`src/rtl/data_bus_bridge_if.sv`:
```
// rtl/data_bus_bridge_if.sv - Bus-side request/response signals of the core-to-bus bridge.
`ifndef BIT_COUNT
`define BIT_COUNT 32
`endif

interface data_bus_bridge_if #(
    parameter int WIDTH = `BIT_COUNT
);
    logic               BusReq;
    logic               BusWe;
    logic [WIDTH/8-1:0] BusByteEn;
    logic [WIDTH-1:0]   BusAdr;
    logic [WIDTH-1:0]   BusWData;
    logic               BusAck;
    logic               BusErr;
    logic [WIDTH-1:0]   BusRData;

    modport master (
        output BusReq, BusWe, BusByteEn, BusAdr, BusWData,
        input  BusAck, BusErr, BusRData
    );

    modport slave (
        input  BusReq, BusWe, BusByteEn, BusAdr, BusWData,
        output BusAck, BusErr, BusRData
    );
endinterface

```
`src/rtl/data_bus_bridge.sv`:
```
// rtl/data_bus_bridge.sv - Single-outstanding core memory access to bus bridge with timeout and sticky fault.
`ifndef BIT_COUNT
`define BIT_COUNT 32
`endif

module data_bus_bridge #(
    parameter int WIDTH   = `BIT_COUNT,
    parameter int TIMEOUT = 15
) (
    input  logic               clk,
    input  logic               reset,
    input  logic               MemEn,
    input  logic               MemWrite,
    input  logic [WIDTH/8-1:0] ByteEn,
    input  logic [WIDTH-1:0]   MemAdr,
    input  logic [WIDTH-1:0]   MemWriteData,
    output logic [WIDTH-1:0]   MemReadData,
    output logic               Stall,
    output logic               Fault,
    output logic [WIDTH-1:0]   FaultAdr,
    data_bus_bridge_if.master  bus
);
    localparam int CW = $clog2(TIMEOUT + 1);
    localparam logic [WIDTH-1:0] ADR_MASK = ~(WIDTH'(WIDTH / 8 - 1));

    typedef enum logic [1:0] {IDLE, REQ, DONE, FAULT} state_t;

    state_t           state;
    logic [CW-1:0]    wait_cnt;
    logic [WIDTH-1:0] adr_q;

    // Full byte address is kept for fault reporting; the bus only sees it word-aligned.
    assign bus.BusAdr = adr_q & ADR_MASK;

    assign Stall = ((state == IDLE) && MemEn) || (state == REQ) || (state == FAULT);

    always_ff @(posedge clk or posedge reset) begin
        if (reset) begin
            state         <= IDLE;
            wait_cnt      <= '0;
            Fault         <= 1'b0;
            FaultAdr      <= '0;
            MemReadData   <= '0;
            adr_q         <= '0;
            bus.BusReq    <= 1'b0;
            bus.BusWe     <= 1'b0;
            bus.BusByteEn <= '0;
            bus.BusWData  <= '0;
        end else begin
            case (state)
                IDLE: begin
                    if (MemEn) begin
                        if (|ByteEn) begin
                            bus.BusWe     <= MemWrite;
                            bus.BusByteEn <= ByteEn;
                            bus.BusWData  <= MemWriteData;
                            adr_q         <= MemAdr;
                            wait_cnt      <= '0;
                            bus.BusReq    <= 1'b1;
                            state         <= REQ;
                        end else begin
                            Fault    <= 1'b1;
                            FaultAdr <= MemAdr;
                            state    <= FAULT;
                        end
                    end
                end
                REQ: begin
                    if (bus.BusAck) begin
                        bus.BusReq <= 1'b0;
                        if (bus.BusErr) begin
                            Fault    <= 1'b1;
                            FaultAdr <= adr_q;
                            state    <= FAULT;
                        end else begin
                            if (!bus.BusWe)
                                MemReadData <= bus.BusRData;
                            state <= DONE;
                        end
                    end else begin
                        wait_cnt <= wait_cnt + 1'b1;
                        // Counter reaches TIMEOUT on this edge, so give up now.
                        if (wait_cnt == CW'(TIMEOUT - 1)) begin
                            bus.BusReq <= 1'b0;
                            Fault      <= 1'b1;
                            FaultAdr   <= adr_q;
                            state      <= FAULT;
                        end
                    end
                end
                DONE:    state <= IDLE;
                FAULT:   state <= FAULT;
                default: state <= IDLE;
            endcase
        end
    end
endmodule
```
`src/flat_wrapper.sv`:
```
// flat-port wrapper written by rule: the top's interface ports become plain ports
module data_bus_bridge_flat 
#(
    parameter int WIDTH   = `BIT_COUNT,
    parameter int TIMEOUT = 15
)
  (clk, reset, MemEn, MemWrite, ByteEn, MemAdr, MemWriteData, MemReadData, Stall, Fault, FaultAdr, bus_BusReq, bus_BusWe, bus_BusByteEn, bus_BusAdr, bus_BusWData, bus_BusAck, bus_BusErr, bus_BusRData);
  data_bus_bridge_if #(.WIDTH(WIDTH)) bus_i ();
  input  logic clk;
  input  logic reset;
  input  logic MemEn;
  input  logic MemWrite;
  input  logic [WIDTH/8-1:0] ByteEn;
  input  logic [WIDTH-1:0] MemAdr;
  input  logic [WIDTH-1:0] MemWriteData;
  output logic [WIDTH-1:0] MemReadData;
  output logic Stall;
  output logic Fault;
  output logic [WIDTH-1:0] FaultAdr;
  output wire logic [$bits(bus_i.BusReq)-1:0] bus_BusReq;
  output wire logic [$bits(bus_i.BusWe)-1:0] bus_BusWe;
  output wire logic [$bits(bus_i.BusByteEn)-1:0] bus_BusByteEn;
  output wire logic [$bits(bus_i.BusAdr)-1:0] bus_BusAdr;
  output wire logic [$bits(bus_i.BusWData)-1:0] bus_BusWData;
  input wire logic [$bits(bus_i.BusAck)-1:0] bus_BusAck;
  input wire logic [$bits(bus_i.BusErr)-1:0] bus_BusErr;
  input wire logic [$bits(bus_i.BusRData)-1:0] bus_BusRData;
  assign bus_BusReq = bus_i.BusReq;
  assign bus_BusWe = bus_i.BusWe;
  assign bus_BusByteEn = bus_i.BusByteEn;
  assign bus_BusAdr = bus_i.BusAdr;
  assign bus_BusWData = bus_i.BusWData;
  assign bus_i.BusAck = bus_BusAck;
  assign bus_i.BusErr = bus_BusErr;
  assign bus_i.BusRData = bus_BusRData;
  data_bus_bridge #(.WIDTH(WIDTH), .TIMEOUT(TIMEOUT)) u_core (.clk(clk), .reset(reset), .MemEn(MemEn), .MemWrite(MemWrite), .ByteEn(ByteEn), .MemAdr(MemAdr), .MemWriteData(MemWriteData), .MemReadData(MemReadData), .Stall(Stall), .Fault(Fault), .FaultAdr(FaultAdr), .bus(bus_i));
endmodule
```
`config.mk`:
```
export PLATFORM = sky130hd
export DESIGN_NAME = data_bus_bridge_flat
export DESIGN_NICKNAME = d
export VERILOG_FILES = /design/src/rtl/data_bus_bridge_if.sv /design/src/rtl/data_bus_bridge.sv /design/src/flat_wrapper.sv
export SDC_FILE = /design/constraint.sdc
export NUM_CORES = 1
export LEC_CHECK = 0
export ABC_CLOCK_PERIOD_IN_PS = 4660
export CORE_MARGIN = 4
export CORE_UTILIZATION = 33
export DETAILED_ROUTE_END_ITERATION = 10
export GPL_ROUTABILITY_DRIVEN = 0
export PLACE_DENSITY_LB_ADDON = 0.15
export SLEW_MARGIN = 10
export SYNTH_ARGS = -nofsm -noshare
export SYNTH_HDL_FRONTEND = slang
export SYNTH_SLANG_ARGS = --single-unit
```
`constraint.sdc`:
```
create_clock -name clk -period 4.66 [get_ports clk]
set_clock_uncertainty 0.05 [all_clocks]
set_input_delay 0.932 -clock clk [delete_from_list [all_inputs] [get_ports clk]]
set_output_delay 0.932 -clock clk [all_outputs]
set_load 0.03 [all_outputs]
```
## Word level (Yosys, flattened, before mapping)

Index checks and enable logic that the tools add are counted.

| storage, ports and cells | value |
|---|---|
| bits of input ports | 106 |
| logic and storage cells | 62 |
| output and inout port bits | 136 |
| register bits | 141 |

| cells by class | value |
|---|---|
| reduce and logical (&&, ||, !) cells | 12 |
| add/subtract/negate cells | 1 |
| muxes and demuxes | 27 |
| equality and inequality tests | 10 |
| bitwise operators | 2 |

Operator list:

| operator | number |
|---|---|
| $mux 32 | 5 |
| $pmux 32 s2 | 1 |
| $mux 4 | 3 |
| $reduce_and 4->1 | 3 |
| $mux 1 | 10 |
| $mux 2 | 4 |
| $ne 2x2->1 const B | 4 |
| $pmux 2 s4 | 1 |
| $pmux 4 s2 | 1 |
| $ne 3x3->1 const B | 2 |
| $reduce_and 5->1 | 1 |
| $add 4x1->4 const B | 1 |
| $eq 2x2->1 const B | 2 |
| $eq 4x4->1 const B | 1 |
| $pmux 1 s2 | 2 |
| $reduce_or 4->1 | 1 |
| $reduce_and 3->1 | 1 |
| $eq 2x1->1 const B | 1 |
| $logic_not 2->1 | 1 |
| $logic_or 1x1->1 | 2 |
| $not 1->1 | 2 |
| $reduce_and 2->1 | 1 |
| $reduce_bool 2->1 | 1 |
| $logic_and 1x1->1 | 1 |

## Logic depth before layout (Yosys ltp)

Gate-level depths: netlist of run 1.

| logic depth | value |
|---|---|
| word-level depth | 4 |
| gate-level depth with buffers | 6 |
| mapped depth without buffers | 5 |

## Least setup slack after synthesis of run 1

No wires, ideal clock.

| path | value |
|---|---|
| path type | input to register |
| start point | input port ByteEn[1] |
| end point | register u_core.FaultAdr[10] |
| setup time | 127 ps |
| buffers on the path | 1 |
| data arrival time | 2367 ps |
| required time | 4483 ps |
| slack | 2116 ps |
| stages on the path | 5 |
| path through | nor4_4 > a21oi_1 > a2111oi_4 > buf_6 > mux2_1 |

| between the ends | value |
|---|---|
| cells in the longest elaborated chain, start to end | 3 |

RTL lines:

| item | RTL line | source |
|---|---|---|
| start, declared | flat_wrapper.sv:13 | `input logic [WIDTH/8-1:0] ByteEn;` |
| $reduce_or 4->1 | data_bus_bridge.sv:53 | `if (\|ByteEn) begin` |
| $ne 2x2->1 (no source line) | -- |  |
| $reduce_and 5->1 (no source line) | -- |  |
| end signal, assigned | data_bus_bridge.sv:63 | `FaultAdr <= MemAdr;` |
| end signal, assigned | data_bus_bridge.sv:73 | `FaultAdr <= adr_q;` |
| end signal, assigned | data_bus_bridge.sv:86 | `FaultAdr <= adr_q;` |
| end, declared | data_bus_bridge.sv:20 | `output logic [WIDTH-1:0] FaultAdr,` |

No other way between the ends.
A chain may end at the register's enable or synchronous reset.

## Worst setup path in the final report of run 1

| path | value |
|---|---|
| start point | input port MemEn |
| end point | output port Stall |

| between the ends | value |
|---|---|
| cells in the longest elaborated chain, start to end | 3 |

RTL lines:

| item | RTL line | source |
|---|---|---|
| start, declared | flat_wrapper.sv:11 | `input logic MemEn;` |
| $logic_and 1x1->1 | data_bus_bridge.sv:35 | `assign Stall = ((state == IDLE) && MemEn) \|\| (state == REQ) \|\| (state == FAULT);` |
| $logic_or 1x1->1 (2 in series) | data_bus_bridge.sv:35 |  |
| end, declared | flat_wrapper.sv:17 | `output logic Stall;` |

No other way between the ends.

==> results.ini, run 1 <==
[grt]
grt_pass1_vias=4477
grt_max_degree=71
grt_use_total_pct=15.15
grt_antenna_before_repair=0
grt_pass1_wl_um=24230
grt_overflow_total=0

[cts]
cts.repair.resized=0
insertion_delay_ns=0.41
postCtsSetupRepairBufs=0
numCtsBuffers=17
hold_buffers=0
cts_max_path_buffers=2
cts.sinks=141
cts-root-buf=clkbuf_16
cts_tree=yes
htreeDepth=4
clkTransAtPathRegs_ns=0.06

[power_and_ir_drop]
seqPwrFrac_pct=31.0
comb_power_share_pct=50.6
powerDensity_nw_per_um2=793.0
p_int_mw=4.351
total_power_mw=7.173
ir_drop_uv=364.8
p_leak_nw=3.715
switchingPower_mw=2.822
switching_share_pct=39.34
p_clk_share_pct=18.5

[flow_run]
cap_violations=0

[die]
io_pins=242
dieArea_um2=20590
coreArea_um2=18020
die_h_um=143.5
start_util_pct=33.61
die_x_um=143.5
row_count=49

[cells_and_area]
syn_to_final_growth_pct=49.32
fillCellCount=1552
antenna_cells=0
fin_nets=724
seqCellArea_um2=3528
drive_above_1_share_pct=29.09
multi_input_area_um2=2176

[sta]
fin_crit_sh_pct=72.81
finalHoldViolations=0
post-route-min-period_ns=3.393
slew_violations=0
rsz0062_at_grt=no
slew_headroom_pct=25.87
max_freq_ghz=0.2947
final-setup-viol-count=0
finalSetupTns_ns=0
worstMarginPinSlew_ns=1.109

[place]
hpwl_um=10950
port_buffers=239

[outcome]
outcome=finished clean

[worst_setup_path]
crit_arrival_ns=2.41
critPathMaxFanout=4
cp-start-kind=input port
regToRegEndpoint=u_core.FaultAdr[17]$_DFFE_PP0P_
r2r_cells=4
required_ns=3.68
r2r_start=u_core.state[0]$_DFFE_PP0P_
r2r_slack_ns=2.04
path_class=in2out
cp-end-kind=output port

[logic_synthesis]
yosysSeqAreaShare_pct=58.24
synth.avg_cell_area_um2=15.15
synthDistinctLibCells=34
async_flop_share_pct=100.0
synth_seq_cells=141
synth-edff-count=0
syn_inst=400
synthFlopType=dfrtp_1
synth.cell_area_um2=6058
ys.warnings.count=0

[routing]
wl_per_cell_um=17.67
drc=0
dr.pass1.iters=4
routed_wl_um=15160
vias=3995
ant_nets=0
drt_iter0_markers=120
viasPerCell=4.656

[min_path]
min_from=u_core.Fault$_DFFE_PP0P_
hold_depth=1
min_path_type=reg2reg
min_to=u_core.Fault$_DFFE_PP0P_

registers in the layout, indices dropped and copies added, names as in the netlist:
name and flops:
u_core.bus.BusWe 1, u_core.Fault 1, u_core.state 2, u_core.bus.BusByteEn 4, u_core.bus.BusWData 32, u_core.wait_cnt 4, u_core.adr_q 32, u_core.MemReadData 32
u_core.bus.BusReq 1, u_core.FaultAdr 32
kinds of logic after synthesis:
group	count (synthesis)	share of synthesized area (%)
muxes	165	30.67
DFF	141	58.24
buffers and inverters	54	6.258
AOI/OAI and AO/OA	18	2.189
and+or+nand+nor	18	2.024
adders and majority gates	2	0.4130
other	1	0.06190
xor gates and xnor gates	1	0.1446
layout by cell type (no fill, tap or decap), types with 4 or more instances in the layout:
cell type	instances
mux2_1	29
o21ai_0	5
clkinv_2	6
clkbuf_16	17
a21oi_1	5
nand2_1	4
buf_4	6
dfrtp_1	141
mux2_2	136
clkdlybuf4s50_1	239
metal layers:
| layer | part of all wire [%] | track usage (%) | vias up |
|---|---|---|---|
| met5 | 0 | 0 | - |
| met4 | 1.5 | 5.055 | 0 |
| met3 | 13 | 8.120 | 18 |
| met2 | 46 | 23.46 | 181 |
| met1 | 40 | 18.16 | 1981 |
| li1 | - | - | 1815 |
synthesized netlist by cell type, types with 4 or more instances:
cell,instances,share of area [%]
dfrtp_1,141,58
mux2_2,136,25
buf_4,33,4.1
mux2_1,29,5.4
buf_2,11,0.91
a21oi_1,5,0.41
o21ai_0,5,0.41
buf_6,4,0.74
inv_1,4,0.25
nand2_1,4,0.25
worst max path at each step:
stage / from / endpoint / slack (ns) / cells past startpoint
after floorplan: reset / u_core.Fault$_DFFE_PP0P_ / 1.91 / 1
after global placement: MemEn / Stall / 1.26 / 4
after detailed placement: MemEn / Stall / 1.26 / 4
after CTS: MemEn / Stall / 1.25 / 4
after global routing: MemEn / Stall / 1.17 / 4
final: MemEn / Stall / 1.27 / 4
power by group through the flow:
| stage | clock (mW) | combinational (mW) | sequential, mW |
|---|---|---|---|
| 2_1_floorplan | 0 | 1.49 | 3.04 |
| 3_3_place_gp | 0 | 3.63 | 2.20 |
| 3_5_place_dp | 0 | 3.68 | 2.24 |
| 4_1_cts | 1.37 | 3.69 | 2.23 |
| 6_report | 1.33 | 3.63 | 2.22 |
| 5_1_grt | 1.43 | 3.84 | 2.31 |
critical path: stages:
cell and delay [ns]:
clkdlybuf4s50_1 0.53, nand2b_1 0.12, nand2_1 0.12, clkdlybuf4s50_1 0.72
per-stage QoR:
stage	setup WS, ns	util, %	hold WS (ns)	area, um^2	std cells
floorplan	1.915	-	0.4250	6066	401
global placement	1.259	46.97	0.4189	8467	826
detailed placement	1.262	46.97	0.4192	8467	826
CTS	1.252	50.19	0.4344	9046	858
global route	1.174	50.19	0.4442	9046	858
finish	1.267	50.19	0.4284	9046	858
cell type report:
cell class              instances  share of cell area [%]
flip-flops and latches        141                   39.00
repair buffers                246                   27.16
multi-input cells             206                   24.05
clock buffers                  18                   4.855
well taps                     229                   3.167
clock inverters                14                   1.549
inverters                       4                  0.2075
Power figures use the tool's default switching activity.
==> run 2: changes to the inputs <==
ABC_CLOCK_PERIOD_IN_PS = 3150   (was 4660)
clock period = 3.15 ns   (was 4.66 ns; I/O delays follow)
==> results.ini, run 2 (synthesis gave the netlist of run 1 again) <==
[cells_and_area]
seqCellArea_um2=3528  ; unchanged
final_area_um2=9087  ; +0.46%
fillCellCount=1606  ; +3.5%
layout_commonest_cell=clkdlybuf4s50_1
syn_to_final_growth_pct=50.00
antenna_cells=0  ; unchanged
fin_nets=726  ; +0.28%
final_cell_mix=clkdlybuf4s50_1, dfrtp_1, mux2_2, mux2_1, clkbuf_16
drive_above_1_share_pct=29.16  ; +0.066 points
multi_input_area_um2=2176  ; unchanged

[grt]
grt_antenna_before_repair=0  ; unchanged
grt_pass1_vias=4503  ; +0.58%
grt_pass1_wl_um=24240  ; about the same
grt_use_met2_pct=23.87  ; +0.42 points
grt_max_degree=64  ; -9.9%
gr-max-usage-layer=met2
grtUsageMet3_pct=9.185  ; +1.1 points
met1_usage_pct=17.66  ; -0.50 points
grt_overflow_total=0  ; unchanged
grt_use_total_pct=15.17  ; about the same

[place]
dpl_cell_area_um2=8519  ; +0.62%
hpwl_um=10950  ; about the same
port_buffers=239  ; unchanged

[routing]
routed_wl_um=15140  ; -0.17%
drt_iter0_markers=68  ; -43%
drc=0  ; unchanged
viasPerCell=4.648  ; -0.18%
ant_nets=0  ; unchanged
vias=3997  ; +0.050%
wl_per_cell_um=17.60  ; -0.40%
dr.pass1.iters=4  ; unchanged

[die]
io_pins=242  ; unchanged
row_count=49  ; unchanged
die_x_um=143.5  ; unchanged
die_h_um=143.5  ; unchanged
dieArea_um2=20590  ; unchanged
start_util_pct=33.61  ; unchanged
coreArea_um2=18020  ; unchanged

[cts]
cts_tree=yes
clkTransAtPathRegs_ns=0.06  ; about the same
htreeDepth=4  ; unchanged
cts.sinks=141  ; unchanged
hold_buffers=0  ; unchanged
numCtsBuffers=17  ; unchanged
cts.repair.resized=0  ; unchanged
insertion_delay_ns=0.42  ; about the same
cts_max_path_buffers=2  ; unchanged
postCtsSetupRepairBufs=0  ; unchanged
cts-root-buf=clkbuf_16

[sta]
rsz0062_at_grt=no
slew_violations=0  ; unchanged
post-route-min-period_ns=2.799
max_freq_ghz=0.3573
finalSetupTns_ns=0  ; unchanged
finalHoldViolations=0  ; unchanged
slew_headroom_pct=46.02  ; +20 points
fin_crit_sh_pct=88.84
worstMarginPinSlew_ns=0.8096  ; -0.2996 ns
final-setup-viol-count=0  ; unchanged

[outcome]
outcome=finished clean

[worst_setup_path]
r2r_cells=5  ; +1
cp-start-kind=flop
regToRegEndpoint=u_core.FaultAdr[11]$_DFFE_PP0P_
path_class=reg2out
r2r_slack_ns=0.90  ; -1.14 ns
required_ns=2.47  ; -1.21 ns
r2r_start=u_core.state[0]$_DFFE_PP0P_
cp-end-kind=output port
crit_arrival_ns=2.12  ; -0.29 ns
critPathMaxFanout=10  ; +6

[power_and_ir_drop]
total_power_mw=10.60  ; +48%
ir_drop_uv=572.4  ; +57%
p_leak_nw=3.720  ; +0.13%
powerDensity_nw_per_um2=1167  ; +47%

[flow_run]
cap_violations=0  ; unchanged

[min_path]
min_path_type=in2async

-- run 2: cell type report --
class | instances | share of cell area [%]
multi-input cells | 206 | 23.94
clock inverters | 12 | 1.225
clock buffers | 20 | 5.025
repair buffers | 248 | 27.62
flip-flops and latches | 141 | 38.83
well taps | 229 | 3.153
inverters | 4 | 0.2065
-- run 2: metal layers --
metal,routed length (um),vias up
li1,-,1815
met2,7022,172
met4,132,0
met5,0,-
met3,2062,10
met1,5921,2000
-- run 2: worst max path at each step --
stage | from | end | slack [ns] | cells after the start
3_3_place_gp | ByteEn[1] | u_core.FaultAdr[30]$_DFFE_PP0P_ | 0.27 | 6
4_1_cts | u_core.state[0]$_DFFE_PP0P_ | Stall | 0.29 | 3
2_1_floorplan | reset | u_core.Fault$_DFFE_PP0P_ | 0.71 | 1
3_5_place_dp | ByteEn[1] | u_core.FaultAdr[30]$_DFFE_PP0P_ | 0.27 | 6
5_1_grt | u_core.state[0]$_DFFE_PP0P_ | Stall | 0.18 | 3
6_report | u_core.state[0]$_DFFE_PP0P_ | Stall | 0.35 | 3
-- run 2: per-stage QoR --
stage          hold WS (ns)  utilization (%)  setup slack (ns)  cells
2_1_floorplan        0.4250                -            0.7069    401
3_3_place_gp         0.4155            47.27            0.2749    828
3_5_place_dp         0.4149            47.27            0.2722    828
4_1_cts              0.3848            50.42            0.2866    860
5_1_grt              0.3976            50.42            0.1831    860
6_report             0.4047            50.42            0.3515    860
-- run 2: report_power, final --
group	total, mW	switching [mW]	leakage, nW	internal, mW
sequential	3.30	0.582	1.70	2.72
combinational	5.38	2.81	1.75	2.57
clock	1.92	0.786	0.273	1.13
total	10.6	4.18	3.72	6.42
-- run 2: critical path: stages, from the launching register on --
cell,delay (ns)
dfrtp_1,0.58
inv_1,0.26
nand2_1,0.15
clkdlybuf4s50_1,0.72
==> RTL change 1 (config.mk and constraints of run 2) <==
Re-encode `state_t` (4 states) as one-hot, 4 bits wide.
--- a/src/rtl/data_bus_bridge.sv
+++ b/src/rtl/data_bus_bridge.sv
@@ -24,5 +24,5 @@
     localparam logic [WIDTH-1:0] ADR_MASK = ~(WIDTH'(WIDTH / 8 - 1));
 
-    typedef enum logic [1:0] {IDLE, REQ, DONE, FAULT} state_t;
+    typedef enum logic [3:0] {IDLE = 4'b0001, REQ = 4'b0010, DONE = 4'b0100, FAULT = 4'b1000} state_t;
 
     state_t           state;
Formal check against the unedited RTL: same outputs for any inputs over 4 cycles, from zero or initial values and one cycle with reset high; so few cycles prove little.
==> RTL change 1 against run 2 <==
Routed wire length increased by 3.9%. Synthesized area rose by 0.66%. Power about the same. Worst hold slack better by 0.012 ns. Worst setup slack worse by 0.21 ns. Register-to-register slack got worse by 0.10 ns. Design area increased by 1.6%. Sequential cell count rose by 2. Critical path type is now input pin to primary output. Largest power group unchanged.
==> RTL change 1: results (changes against run 2) <==
stage;metric;value;unit;change
run_status;outcome;complete, no violations;;unchanged
route;post_drt_wl_per_cell;17.0;um;was 17.6 um
global_routing;grt_max_degree;59;;was 64
clocking;clk_pin_slew;0.06;ns;about the same
setup_path;slowest_stage;clkdlybuf4s50_1;;unchanged
route;drt_iter0_markers;122;;was 68
global_routing;grt_pass1_vias;4684;;was 4,503
clocking;cts_root_buf;clkbuf_16;;unchanged
clocking;htreeDepth;4;;unchanged
cells_and_area;finalNetCount;794;;was 726
place;dp.cells;896;;was 828
place;numPortBuffers;239;;unchanged
setup_path;worstSetupEndpoint;Stall;;unchanged
cells_and_area;drive_above_1_share;26.5;%;was 29.2%
worst_hold_path;hold_path_class;flop to flop;;was input pin to async pin
yosys;synthTopCellsByCount;dfrtp_1, mux2_2, nand2_1, buf_4, buf_2;;was dfrtp_1, mux2_2, buf_4, mux2_1, buf_2
yosys;synthTopCellsByArea;dfrtp_1, mux2_2, nand2_1, buf_4, buf_2;;was dfrtp_1, mux2_2, mux2_1, buf_4, buf_2
setup_path;rr_endpoint;u_core.MemReadData[2]$_DFFE_PP0P_;;was u_core.FaultAdr[11]$_DFFE_PP0P_
clocking;numCtsBuffers;17;;unchanged
place;place_hpwl;11400;um;was 11,000 um
setup_path;startpoint;MemEn;;was u_core.state[0]$_DFFE_PP0P_
clocking;cts_buffer_depth;2;;unchanged
pwr;irDropWorstVdd;0.000485;V;was 0.000572 V
timing;tightest_slew;0.685;ns;was 0.810 ns
global_routing;track_usage;15.5;%;was 15.2%
global_routing;antenna_found_initial;0;;unchanged
cells_and_area;num-fill-cells;1575;;was 1,606
route;vias_per_cell;4.60;;was 4.65
yosys;netlist_instances;469;;was 400
clocking;post_cts_resized;0;;unchanged
route;vias;4265;;was 3,997
pwr;p_leak;4.00;nW;was 3.72 nW
setup_path;rr_startpoint;u_core.state[2]$_DFFE_PP0P_;;was u_core.state[0]$_DFFE_PP0P_
yosys;ys_types;35;;was 34
timing;setup-violations-final;0;;unchanged
yosys;yosysSeqAreaShare;58.7;%;was 58.2%
setup_path;r2r_cells;4;;was 5
place;place_area;0.00858;mm2;was 0.00852 mm2
setup_path;worstPathMaxFanout;3;;was 10
global_routing;grt_pass1_wl;24900;um;was 24,200 um
setup_path;arrival;2.33;ns;was 2.12 ns
yosys;yosys_warnings;0;;unchanged
setup_path;r2r_slack;0.80;ns;was 0.90 ns
==> RTL change 1: cell type report <==
cell class | count | share of cell area (%)
clock inverter | 12 | 1.98
timing repair buffer | 251 | 27.6
sequential | 143 | 38.8
tap | 229 | 3.10
multi-input combinational | 270 | 23.4
clock buffer | 20 | 5.05
inverter | 3 | 0.163
==> RTL change 1: stage by stage <==
stage                     util, %  hold WS, ns  setup WS, ns
final                        51.0        0.417         0.138
after global routing         51.0        0.430        0.0367
after CTS                    51.0        0.419         0.138
after detailed placement     47.5        0.406         0.164
after global placement       47.5        0.404         0.175
after floorplan                 -        0.429         0.680
==> RTL change 1: power by group <==
group | total (mW) | internal (mW) | switching [mW]
clock | 2.17 | 1.39 | 0.773
combinational | 5.18 | 2.42 | 2.76
sequential | 3.25 | 2.72 | 0.533
total | 10.6 | 6.53 | 4.07
==> RTL change 1: worst min path at each step <==
stage                                     start                           to  slack, ns  cells past startpoint
detailed placement     u_core.Fault$_DFFE_PP0P_     u_core.Fault$_DFFE_PP0P_       0.41                      1
CTS                    u_core.Fault$_DFFE_PP0P_     u_core.Fault$_DFFE_PP0P_       0.42                      1
finish                 u_core.Fault$_DFFE_PP0P_     u_core.Fault$_DFFE_PP0P_       0.42                      1
global placement       u_core.Fault$_DFFE_PP0P_     u_core.Fault$_DFFE_PP0P_       0.40                      1
floorplan           u_core.adr_q[0]$_DFFE_PP0P_  u_core.adr_q[0]$_DFFE_PP0P_       0.43                      1
global route           u_core.Fault$_DFFE_PP0P_     u_core.Fault$_DFFE_PP0P_       0.43                      1
==> RTL change 1: routing by layer <==
| metal | GRT usage [%] | routed length (um) |
|---|---|---|
| met1 | 18.6 | 6560 |
| met2 | 24.8 | 7360 |
| met3 | 6.99 | 1590 |
| met4 | 5.40 | 223 |
| met5 | 0 | 0 |
==> RTL change 1: cell families after synthesis <==
family,synth area share [%]
xor+xnor,0.287
compound gates,1.09
buf+inv,6.07
flops,58.7
other cells,0.0615
mux,24.6
simple gates,8.82
fa+ha+maj,0.410
==> RTL change 2 (settings of run 2) <==
Without the edit above. `BIT_COUNT`: 32 -> 64.
--- a/src/rtl/data_bus_bridge_if.sv
+++ b/src/rtl/data_bus_bridge_if.sv
@@ -1,5 +1,5 @@
 // rtl/data_bus_bridge_if.sv - Bus-side request/response signals of the core-to-bus bridge.
 `ifndef BIT_COUNT
-`define BIT_COUNT 32
+`define BIT_COUNT 64
 `endif
 
Ports: changed (9 resized); port bits go from 242 to 474. The function was not compared with the original's and may differ.
==> RTL change 2 against run 2 <==
Non-clock buffer count rose by 238. Count of clock-buffer cells in the layout increased by 28. Sequential cell count is 132 higher. Worst hold slack worse by 0.078 ns. Power rose by 99%. Sequential power increased by 93%. Design area increased by 93%. Worst setup slack got worse by 0.12 ns. Critical path depth did not move. Synthesized area increased by 95%. Routed wire length grew 130%.
==> RTL change 2: results (changes against run 2) <==
stage;metric;value;unit;change
global_routing;grt_use_met1;21.2;%;was 17.7%
place;numPortBuffers;470;;was 239
cells_and_area;num-fill-cells;3085;;was 1,606
global_routing;use_met3;6.50;%;was 9.18%
global_routing;met2_usage;29.3;%;was 23.9%
setup_path;r2r_slack;0.63;ns;was 0.90 ns
setup_path;rr_startpoint;u_core.state[1]$_DFFE_PP0P_;;was u_core.state[0]$_DFFE_PP0P_
yosys;ys_types;36;;was 34
cells_and_area;finalNetCount;1505;;was 726
route;post_drt_wl_per_cell;19.6;um;was 17.6 um
route;vias_per_cell;4.57;;was 4.65
route;wl;34800;um;was 15,100 um
setup_path;rr_endpoint;u_core.FaultAdr[33]$_DFFE_PP0P_;;was u_core.FaultAdr[11]$_DFFE_PP0P_
route;wl_met1;13800;um;was 5920 um
clocking;cts_buffer_depth;3;;was 2
yosys;synthTopCellsByCount;dfrtp_1, nand2_1, mux2_2, mux2_1, buf_4;;was dfrtp_1, mux2_2, buf_4, mux2_1, buf_2
place;dp_slack;0.0911;ns;was 0.272 ns
pwr;p_per_area;1200;mW/mm2;was 1170 mW/mm2
timing;hold_ws;0.326;ns;was 0.405 ns
setup_path;worstPathMaxFanout;13;;was 10
place;place_hpwl;25000;um;was 11,000 um
route;top_layer_used;met5;;was met4
yosys;synth_xor_area_share;0;%;was 0.145%
clocking;numCtsBuffers;31;;was 17
yosys;synthMuxAreaShare;27.0;%;was 30.7%
route;met3_length;3290;um;was 2060 um
setup_path;max_stage_delay;0.66;ns;was 0.72 ns
clocking;htreeDepth;1;;was 4
run_status;outcome;complete, no violations;;unchanged
clocking;clk_latency;0.55;ns;was 0.42 ns
yosys;synth_fa_ha_area_share;0.212;%;was 0.413%
pwr;p_leak;7.79;nW;was 3.72 nW
pwr;irDropWorstVdd;0.000632;V;was 0.000572 V
## RTL change 2: changes by cell type in the layout (fill, tap and decap cells not counted), sizes merged, moves of 3 or more
cell           delta
inv               -5
clkdlybuf4s50   +231
dfrtp           +132
mux2            +101
clkbuf           +28
clkinvlp          -3
o21ai             -3
buf               +7
nor2              +3
a21oi             -3
nand2           +190
a21o              +3
## RTL change 2: worst max-delay path, delay by kind of cell (launching register included)
kind	cells	cell delay, ns
DFF	1	0.66
and+or+nand+nor	2	0.41
buffers and inverters	1	0.61
## RTL change 2: worst max-delay path by stage
stage / end / cells after the start / slack, ns / startpoint
floorplan: u_core.Fault$_DFFE_PP0P_ / 1 / -1.14 / reset
global placement: u_core.FaultAdr[7]$_DFFE_PP0P_ / 6 / 0.16 / ByteEn[4]
detailed placement: u_core.FaultAdr[61]$_DFFE_PP0P_ / 6 / 0.09 / ByteEn[4]
CTS: Stall / 3 / 0.20 / u_core.state[1]$_DFFE_PP0P_
global route: Stall / 3 / 0.12 / u_core.state[1]$_DFFE_PP0P_
finish: Stall / 3 / 0.23 / u_core.state[1]$_DFFE_PP0P_
## RTL change 2: power groups by stage
stage / clock (mW) / sequential, mW / combinational, mW
after floorplan: 0 / 8.81 / 4.70
after global placement: 0 / 6.36 / 11.4
final: 3.47 / 6.38 / 11.3
after global routing: 3.75 / 6.66 / 11.9
after CTS: 3.60 / 6.40 / 11.5
after detailed placement: 0 / 6.42 / 11.4
## RTL change 2: final cells by class
type	instances	area share, %
antenna	1	0.0143
clock buffer	48	5.18
clock inverter	8	0.371
inverter	2	0.0642
multi-input combinational	503	24.2
sequential	273	38.9
tap	455	3.24
timing repair buffer	486	28.0
